$ cat src/rtl/chord_mix_pkg.sv
// Shared constants, increment table and FSM state type for the chord voice mixer.
// Octave-10 increments assume a 48 kHz sample rate and a 24-bit phase accumulator.
package chord_mix_pkg;

    localparam int VOICES  = 16;
    localparam int NOTE_W  = 7;
    localparam int PHASE_W = 24;
    localparam int SAMPLE_W = 16;
    localparam int WAVE_W  = 12;

    // Index is the semitone within the octave (0 = C); lower octaves shift right.
    localparam logic [PHASE_W-1:0] BASE_INC [0:11] = '{
        24'd2926235, 24'd3100235, 24'd3284585, 24'd3479896,
        24'd3686822, 24'd3906052, 24'd4138318, 24'd4384395,
        24'd4645104, 24'd4921317, 24'd5213953, 24'd5523991
    };

    typedef enum logic [1:0] {
        IDLE,
        ACC,
        OUT
    } mix_state_t;

endpackage

$ cat src/rtl/note_to_inc.sv
// Combinational note number to per-sample phase increment.
// Octave and semitone come from a restoring compare-subtract chain (96, 48, 24, 12).
module note_to_inc
    import chord_mix_pkg::*;
(
    input  logic [NOTE_W-1:0]  note,
    output logic [PHASE_W-1:0] inc
);

    logic [NOTE_W-1:0] rem [0:4];
    logic [3:0]        oct;
    logic [3:0]        semi;
    logic [3:0]        shift;

    assign rem[0] = note;

    generate
        for (genvar gi = 0; gi < 4; gi++) begin : g_div
            localparam logic [NOTE_W-1:0] DIVISOR = NOTE_W'(12 << (3 - gi));
            assign oct[3-gi]  = (rem[gi] >= DIVISOR);
            assign rem[gi+1]  = oct[3-gi] ? (rem[gi] - DIVISOR) : rem[gi];
        end
    endgenerate

    // Remainder is always below 12, so the low four bits hold the semitone.
    assign semi  = rem[4][3:0];
    assign shift = 4'd10 - oct;
    assign inc   = BASE_INC[semi] >> shift;

endmodule

$ cat src/rtl/chord_voice_mixer.sv
// Latches 16 chord notes and, on each sample tick, sweeps 16 phase accumulators into one summed sample.
// Build option: define CHORD_MIX_SQUARE_EN for square-wave voices instead of sawtooth.
module chord_voice_mixer
    import chord_mix_pkg::*;
(
    input  logic                       clk,
    input  logic                       reset_n,
    input  logic [VOICES*NOTE_W-1:0]   notes,
    input  logic                       note_load,
    input  logic                       sample_tick,
    output logic [SAMPLE_W-1:0]        sample,
    output logic                       sample_valid,
    output logic                       busy,
    output logic                       overrun
);

    mix_state_t                  state_reg, state_next;
    logic [3:0]                  idx_reg, idx_next;
    logic [VOICES*NOTE_W-1:0]    shadow_reg, shadow_next;
    logic [VOICES*NOTE_W-1:0]    active_reg, active_next;
    logic signed [SAMPLE_W-1:0]  sum_reg, sum_next;
    logic [SAMPLE_W-1:0]         sample_reg, sample_next;
    logic                        valid_reg, valid_next;
    logic                        overrun_reg, overrun_next;
    logic [PHASE_W-1:0]          phase_reg [VOICES];

    logic [NOTE_W-1:0]           cur_note;
    logic [PHASE_W-1:0]          cur_inc;
    logic [PHASE_W-1:0]          new_phase;
    logic signed [WAVE_W-1:0]    wave;
    logic signed [SAMPLE_W-1:0]  wave_ext;
    logic                        phase_we;

    assign cur_note  = active_reg[idx_reg*NOTE_W +: NOTE_W];
    assign new_phase = phase_reg[idx_reg] + cur_inc;

    note_to_inc u_note_to_inc (
        .note (cur_note),
        .inc  (cur_inc)
    );

`ifdef CHORD_MIX_SQUARE_EN
    assign wave = new_phase[PHASE_W-1] ? -12'sd1024 : 12'sd1023;
`else
    assign wave = new_phase[PHASE_W-1 -: WAVE_W];
`endif

    assign wave_ext = {{(SAMPLE_W-WAVE_W){wave[WAVE_W-1]}}, wave};

    always_comb begin
        state_next   = state_reg;
        idx_next     = idx_reg;
        sum_next     = sum_reg;
        active_next  = active_reg;
        shadow_next  = note_load ? notes : shadow_reg;
        sample_next  = sample_reg;
        valid_next   = 1'b0;
        overrun_next = sample_tick && (state_reg != IDLE);
        phase_we     = 1'b0;
        case (state_reg)
            IDLE: begin
                if (sample_tick) begin
                    // A load coinciding with the tick takes effect in this frame.
                    active_next = note_load ? notes : shadow_reg;
                    sum_next    = '0;
                    idx_next    = '0;
                    state_next  = ACC;
                end
            end
            ACC: begin
                if (cur_note != '0) begin
                    phase_we = 1'b1;
                    sum_next = sum_reg + wave_ext;
                end
                idx_next = 4'(idx_reg + 4'd1);
                if (idx_reg == 4'd15) begin
                    state_next = OUT;
                end
            end
            OUT: begin
                sample_next = sum_reg;
                valid_next  = 1'b1;
                state_next  = IDLE;
            end
            default: begin
                state_next = IDLE;
            end
        endcase
    end

    always_ff @(posedge clk or negedge reset_n) begin
        if (!reset_n) begin
            state_reg   <= IDLE;
            idx_reg     <= '0;
            shadow_reg  <= '0;
            active_reg  <= '0;
            sum_reg     <= '0;
            sample_reg  <= '0;
            valid_reg   <= 1'b0;
            overrun_reg <= 1'b0;
        end else begin
            state_reg   <= state_next;
            idx_reg     <= idx_next;
            shadow_reg  <= shadow_next;
            active_reg  <= active_next;
            sum_reg     <= sum_next;
            sample_reg  <= sample_next;
            valid_reg   <= valid_next;
            overrun_reg <= overrun_next;
        end
    end

    always_ff @(posedge clk or negedge reset_n) begin
        if (!reset_n) begin
            for (int i = 0; i < VOICES; i++) begin
                phase_reg[i] <= '0;
            end
        end else if (phase_we) begin
            phase_reg[idx_reg] <= new_phase;
        end
    end

    assign sample       = sample_reg;
    assign sample_valid = valid_reg;
    assign overrun      = overrun_reg;
    assign busy         = (state_reg != IDLE);

endmodule

$ cat config.mk
export PLATFORM = sky130hd
export DESIGN_NAME = chord_voice_mixer
export DESIGN_NICKNAME = d
export VERILOG_FILES = /design/src/rtl/chord_mix_pkg.sv /design/src/rtl/note_to_inc.sv /design/src/rtl/chord_voice_mixer.sv
export SDC_FILE = /design/constraint.sdc
export NUM_CORES = 1
export LEC_CHECK = 0
export ABC_CLOCK_PERIOD_IN_PS = 14740
export BUFFER_PORTS_ARGS = -buffer_cell sky130_fd_sc_hd__buf_2
export CAP_MARGIN = 10
export CORE_ASPECT_RATIO = 0.75
export CORE_MARGIN = 5
export CORE_UTILIZATION = 41
export DETAILED_ROUTE_END_ITERATION = 8
export PLACE_DENSITY = 0.53
export SLEW_MARGIN = 20
export SYNTH_ARGS = -nofsm -noshare
export SYNTH_HDL_FRONTEND = slang
export SYNTH_HIERARCHICAL = 1
export SYNTH_SLANG_ARGS = --single-unit
$ cat constraint.sdc
create_clock -name clk -period 14.74 [get_ports clk]
set_clock_uncertainty 0.15 [all_clocks]
set_input_delay 1.474 -clock clk [delete_from_list [all_inputs] [get_ports clk]]
set_output_delay 1.474 -clock clk [all_outputs]
set_load 0.03 [all_outputs]
==> out/metrics.cfg, run 1 <==
[run_status]
outcome = finished clean

[grt]
met3_usage_pct = 5.52
antenna_found_initial = 2
use_met2_pct = 35.1
grt-busiest-layer = met2
grt-ovfl-total = 0
grt_max_degree = 178
grt_pass1_vias = 24200
use_met1_pct = 33.1
grtUsageTotal_pct = 23.0
grt_pass1_wl_um = 150000

[floorplanning]
initial_core_util_pct = 41.2
row_count = 89
die_h_um = 253
io_pins = 135
core-area_sq_um = 78400
dieArea_sq_um = 84500
die_w_um = 334

[yosys]
syn-instance-count = 3029
ys_seq_area_share_pct = 50.3
syn_nets = 3200
synthTopCellsByCount = nand2_1, dfrtp_1, mux2_2
netlist-cell-type-count = 87
yosysTopAreaCell = dfrtp_1
yosysMostFrequentCell = nand2_1
yosysWarnings = 6
yosysTopAreaCellShare_pct = 50.3
avgSynthCellArea_sq_um = 10.7
ys_ff_latch = 648
synth_area_leaders = dfrtp_1, nand2_1, mux4_2, mux2_2, o21ai_0
synthesis.area_sq_um = 32300
synth_edf_count = 0
async_reset_ff_share_pct = 100
synth-main-ff-cell = dfrtp_1

[cells_and_area]
drive_gt1_share_pct = 22.9
design.final.nets = 3257
area_growth_pct = 12.2
largest_reg_flops = 384

[clocking]
hold_buffers = 0
cts-buffers-inserted = 68
clock_latency_ps = 620
cts_root_buffer = clkbuf_16
clkTransAtPathRegs_ps = 60
cts_setup_buffers = 0
cts_tree = built
clock-sinks = 648
htree_levels = 3
ctsResizeCount = 0
cts_buffer_depth = 3

[worst_setup_path]
cpPeakStageDelay_ps = 850
crit_required_ps = 15120
worstPathMaxFanout = 35
cp.arrival_ps = 13570
path_common_cell = ha_1
ff2ff_setup_slack_ps = 1550
startpoint = idx_reg[0]
r2r_start = idx_reg[0]
slowest_stage = dfrtp_4
worstSetupStartpointType = flip-flop
timing.rr.end = sum_reg[15]
cp-end-kind = flip-flop
endpoint = sum_reg[15]
r2r_cells = 47
path_class = reg -> reg

[timing]
max_freq_ghz = 0.0758
slew_headroom_pct = 24.1
setup_viol = 0
maxSlewViolCount = 0
fin_crit_ps = 13190
rsz0062_at_grt = false
hold-worst-slack_ps = 322
hold_viol = 0
tightestPinTransition_ps = 1120
final.setup.tns_ps = 0
period_share_pct = 89.5

[detailed_routing]
drt_iter0_drc = 1809
wire_per_inst_um = 23.1
dr_total_vias = 23500
antenna_left = 0
drt-total-wl_um = 96600
detail_route.first_pass.iterations = 7
route.detailed.drc = 0
avgViaCountPerCell = 5.62

[placed_design]
gp_congestion = 0.903
io_buffer_count = 134
hpwl_um = 63600

[min_path]
min-delay-start = phase_reg[192]
min_path_type = reg -> reg

[flow_run]
maxCapViolCount = 0

==> critical path: cells and delay by family, from the launching register on <==
| family | cells | cell delay [ps] |
|---|---|---|
| XOR/XNOR | 1 | 190 |
| buffers and inverters | 5 | 1520 |
| adder cells (fa/ha/maj) | 6 | 1930 |
| AND/OR/NAND/NOR | 11 | 2030 |
| multiplexers | 4 | 1660 |
| AO/OA/AOI/OAI | 20 | 4730 |
| flip-flops | 1 | 850 |
==> metrics by stage <==
stage	util [%]	setup WS (ps)	cell area, sq um	std cells
after global placement	43.2	1980	33900	4062
after CTS	46.2	1640	36200	4185
final	46.2	1550	36200	4187
after floorplan	-	3350	32300	3029
after global routing	46.2	660	36200	4185
after detailed placement	43.2	1690	33900	4062
==> cells by family after synthesis <==
family	count (synthesis)	synth area share, %
AO/OA/AOI/OAI	431	8.60
XOR/XNOR	35	0.973
adder cells (fa/ha/maj)	55	2.18
buffers and inverters	233	3.20
flip-flops	648	50.3
multiplexers	396	19.3
other	1	0.0116
AND/OR/NAND/NOR	1230	15.4
==> cell type report <==
type / instances / area [sq um]
Timing Repair Buffer: 186 / 1130
Tap cell: 1046 / 1310
Sequential cell: 648 / 16200
Clock buffer: 99 / 2010
Inverter: 34 / 128
Clock inverter: 24 / 295
Fill cell: 7325 / 42200
Multi-Input combinational cell: 2148 / 15100
Antenna cell: 2 / 5.00
==> worst min-delay path by stage <==
stage | endpoint | slack (ps) | cells after the start
global route | active_reg[23] | 340 | 2
CTS | phase_reg[127] | 320 | 2
finish | phase_reg[192] | 320 | 2
floorplan | active_reg[100] | 290 | 2
detailed placement | phase_reg[231] | 310 | 2
global placement | phase_reg[135] | 300 | 2
==> cells in the final DEF, fill, tap and decap left out, types with 14 or more instances in the layout <==
master,netlist,routed
a21oi_1,54,54
nand2_1,1004,1003
o21ai_0,134,134
ha_1,53,53
o211ai_1,25,25
mux2i_1,15,15
clkbuf_1,123,14
a21o_1,15,15
nor3_1,22,22
clkbuf_8,0,15
mux2_2,207,207
buf_4,21,48
and2_1,15,14
clkbuf_16,0,70
mux4_2,156,156
nor2_1,85,85
buf_2,27,132
nand3_1,19,19
dfrtp_1,648,644
nand2b_1,17,17
o21ai_1,51,51
inv_1,31,31
xor2_1,18,16
==> routing by layer <==
layer	wire (um)	vias to the layer above
li1	-	10600
met1	45100	12100
met2	42800	615
met3	6130	163
met4	2550	2
met5	14	-
Power of run 1 is not shown: default switching activity piles up to over one toggle a cycle in this logic, so the estimate is an artifact.
==> inputs of run 2 (changes only) <==
--- a/config.mk
+++ b/config.mk
@@ -5,6 +5,7 @@
 export SDC_FILE = /design/constraint.sdc
 export NUM_CORES = 1
 export LEC_CHECK = 0
+export ABC_AREA = 0
 export ABC_CLOCK_PERIOD_IN_PS = 14740
 export BUFFER_PORTS_ARGS = -buffer_cell sky130_fd_sc_hd__buf_2
 export CAP_MARGIN = 10
@@ -13,6 +14,7 @@
 export CORE_UTILIZATION = 41
 export DETAILED_ROUTE_END_ITERATION = 8
 export PLACE_DENSITY = 0.53
+export REMOVE_ABC_BUFFERS = 1
 export SLEW_MARGIN = 20
 export SYNTH_ARGS = -nofsm -noshare
 export SYNTH_HDL_FRONTEND = slang
==> run 2 against run 1 <==
Die area is the same. Worst hold slack lost 3.4 ps. Global-route usage shrank 0.27 points. Highest routed layer is now met4. Fmax grew 0.24%. Sequential cell count is the same. Critical path type unchanged.
==> out/metrics.cfg, run 2 (synthesis gave the netlist of run 1 again) <==
[grt]
grt-ovfl-total = 0
grt_pass1_wl_um = 149000
grt_pass1_vias = 24400
antenna_found_initial = 0
grt_max_degree = 184
grtUsageTotal_pct = 22.7

[flow_run]
maxCapViolCount = 0

[placed_design]
hpwl_um = 62100
gp_congestion = 0.868
io_buffer_count = 134

[detailed_routing]
drt-total-wl_um = 95600
dr_total_vias = 23800
route.detailed.drc = 0
drt_iter0_drc = 2164
antenna_left = 0
wire_per_inst_um = 22.8
avgViaCountPerCell = 5.67
detail_route.first_pass.iterations = 6

[cells_and_area]
design.final.nets = 3273
fill_cells = 7278
final_common_cell = nand2_1
n_antenna_cell = 0
fin_util_pct = 46.3
final_cell_mix = nand2_1, dfrtp_1, mux2_2, mux4_2, o21ai_0
drive_gt1_share_pct = 23.2
area_growth_pct = 12.6
largest_reg_flops = 384

[worst_setup_path]
startpoint = idx_reg[0]
cp.arrival_ps = 13540
worstSetupStartpointType = flip-flop
cpPeakStageDelay_ps = 900
crit_required_ps = 15130
worstPathMaxFanout = 36
slowest_stage = dfrtp_4
cp-end-kind = flip-flop
r2r_start = idx_reg[0]
path_class = reg -> reg

[clocking]
cts-buffers-inserted = 69
clock_latency_ps = 620
cts_setup_buffers = 0
clock-sinks = 648
cts_root_buffer = clkbuf_16
cts_tree = built
clkTransAtPathRegs_ps = 60
cts_buffer_depth = 3
ctsResizeCount = 0
htree_levels = 3
hold_buffers = 0

[timing]
final.setup.tns_ps = 0
maxSlewViolCount = 0
tightestPinTransition_ps = 1070
setup_viol = 0
fin_crit_ps = 13160
slew_headroom_pct = 26.6
hold_viol = 0
rsz0062_at_grt = false
period_share_pct = 89.3
max_freq_ghz = 0.0760

[floorplanning]
dieArea_sq_um = 84500
core-area_sq_um = 78400
io_pins = 135
die_h_um = 253
initial_core_util_pct = 41.2
row_count = 89
die_w_um = 334

[min_path]
min-delay-start = active_reg[100]
min_path_type = reg -> reg

[run_status]
outcome = finished clean

==> run 2: critical path: cells and delay by family (launching register included) <==
| family | cells | cell delay, ps |
|---|---|---|
| AO/OA/AOI/OAI | 18 | 4470 |
| multiplexers | 5 | 2330 |
| AND/OR/NAND/NOR | 9 | 1710 |
| adder cells (fa/ha/maj) | 5 | 1680 |
| flip-flops | 1 | 900 |
| buffers and inverters | 4 | 900 |
| XOR/XNOR | 2 | 870 |
==> run 2: worst paths after layout <==
check	end	cells past startpoint	slack (ps)
hold / removal	active_reg[100]	2	320
setup / recovery	sum_reg[15]	43	1580
max in group asynchronous	shadow_reg[25]	4	10630
hold reg to reg	active_reg[100]	2	320
min in group asynchronous	shadow_reg[72]	1	780
setup reg to reg	sum_reg[15]	43	1580
==> run 2: area by class of cell <==
| class | count | area [sq um] | share of cell area [%] |
|---|---|---|---|
| flip-flops and latches | 648 | 16200 | 44.7 |
| clock buffers | 101 | 2040 | 5.61 |
| multi-input cells | 2148 | 15100 | 41.5 |
| well taps | 1046 | 1310 | 3.60 |
| inverters | 34 | 128 | 0.351 |
| repair buffers | 201 | 1260 | 3.46 |
| clock inverters | 20 | 288 | 0.792 |
==> run 2: metrics by stage <==
step | setup slack [ps] | cell area [sq um] | cells | hold WS, ps
final | 1580 | 36300 | 4198 | 319
after floorplan | -1970 | 31400 | 2830 | 290
after detailed placement | 1560 | 33900 | 4074 | 308
after global routing | 728 | 36300 | 4198 | 338
after CTS | 1420 | 36200 | 4195 | 323
after global placement | 1800 | 33900 | 4074 | 302
==> run 2: layer usage <==
metal	vias up	track usage (%)	part of all wire (%)
li1	10700	-	-
met1	12300	34.1	47
met2	700	35.1	45
met3	150	3.32	5.9
met4	0	5.40	2.1
met5	-	0	0
Power of run 2 is left out for the same reason.
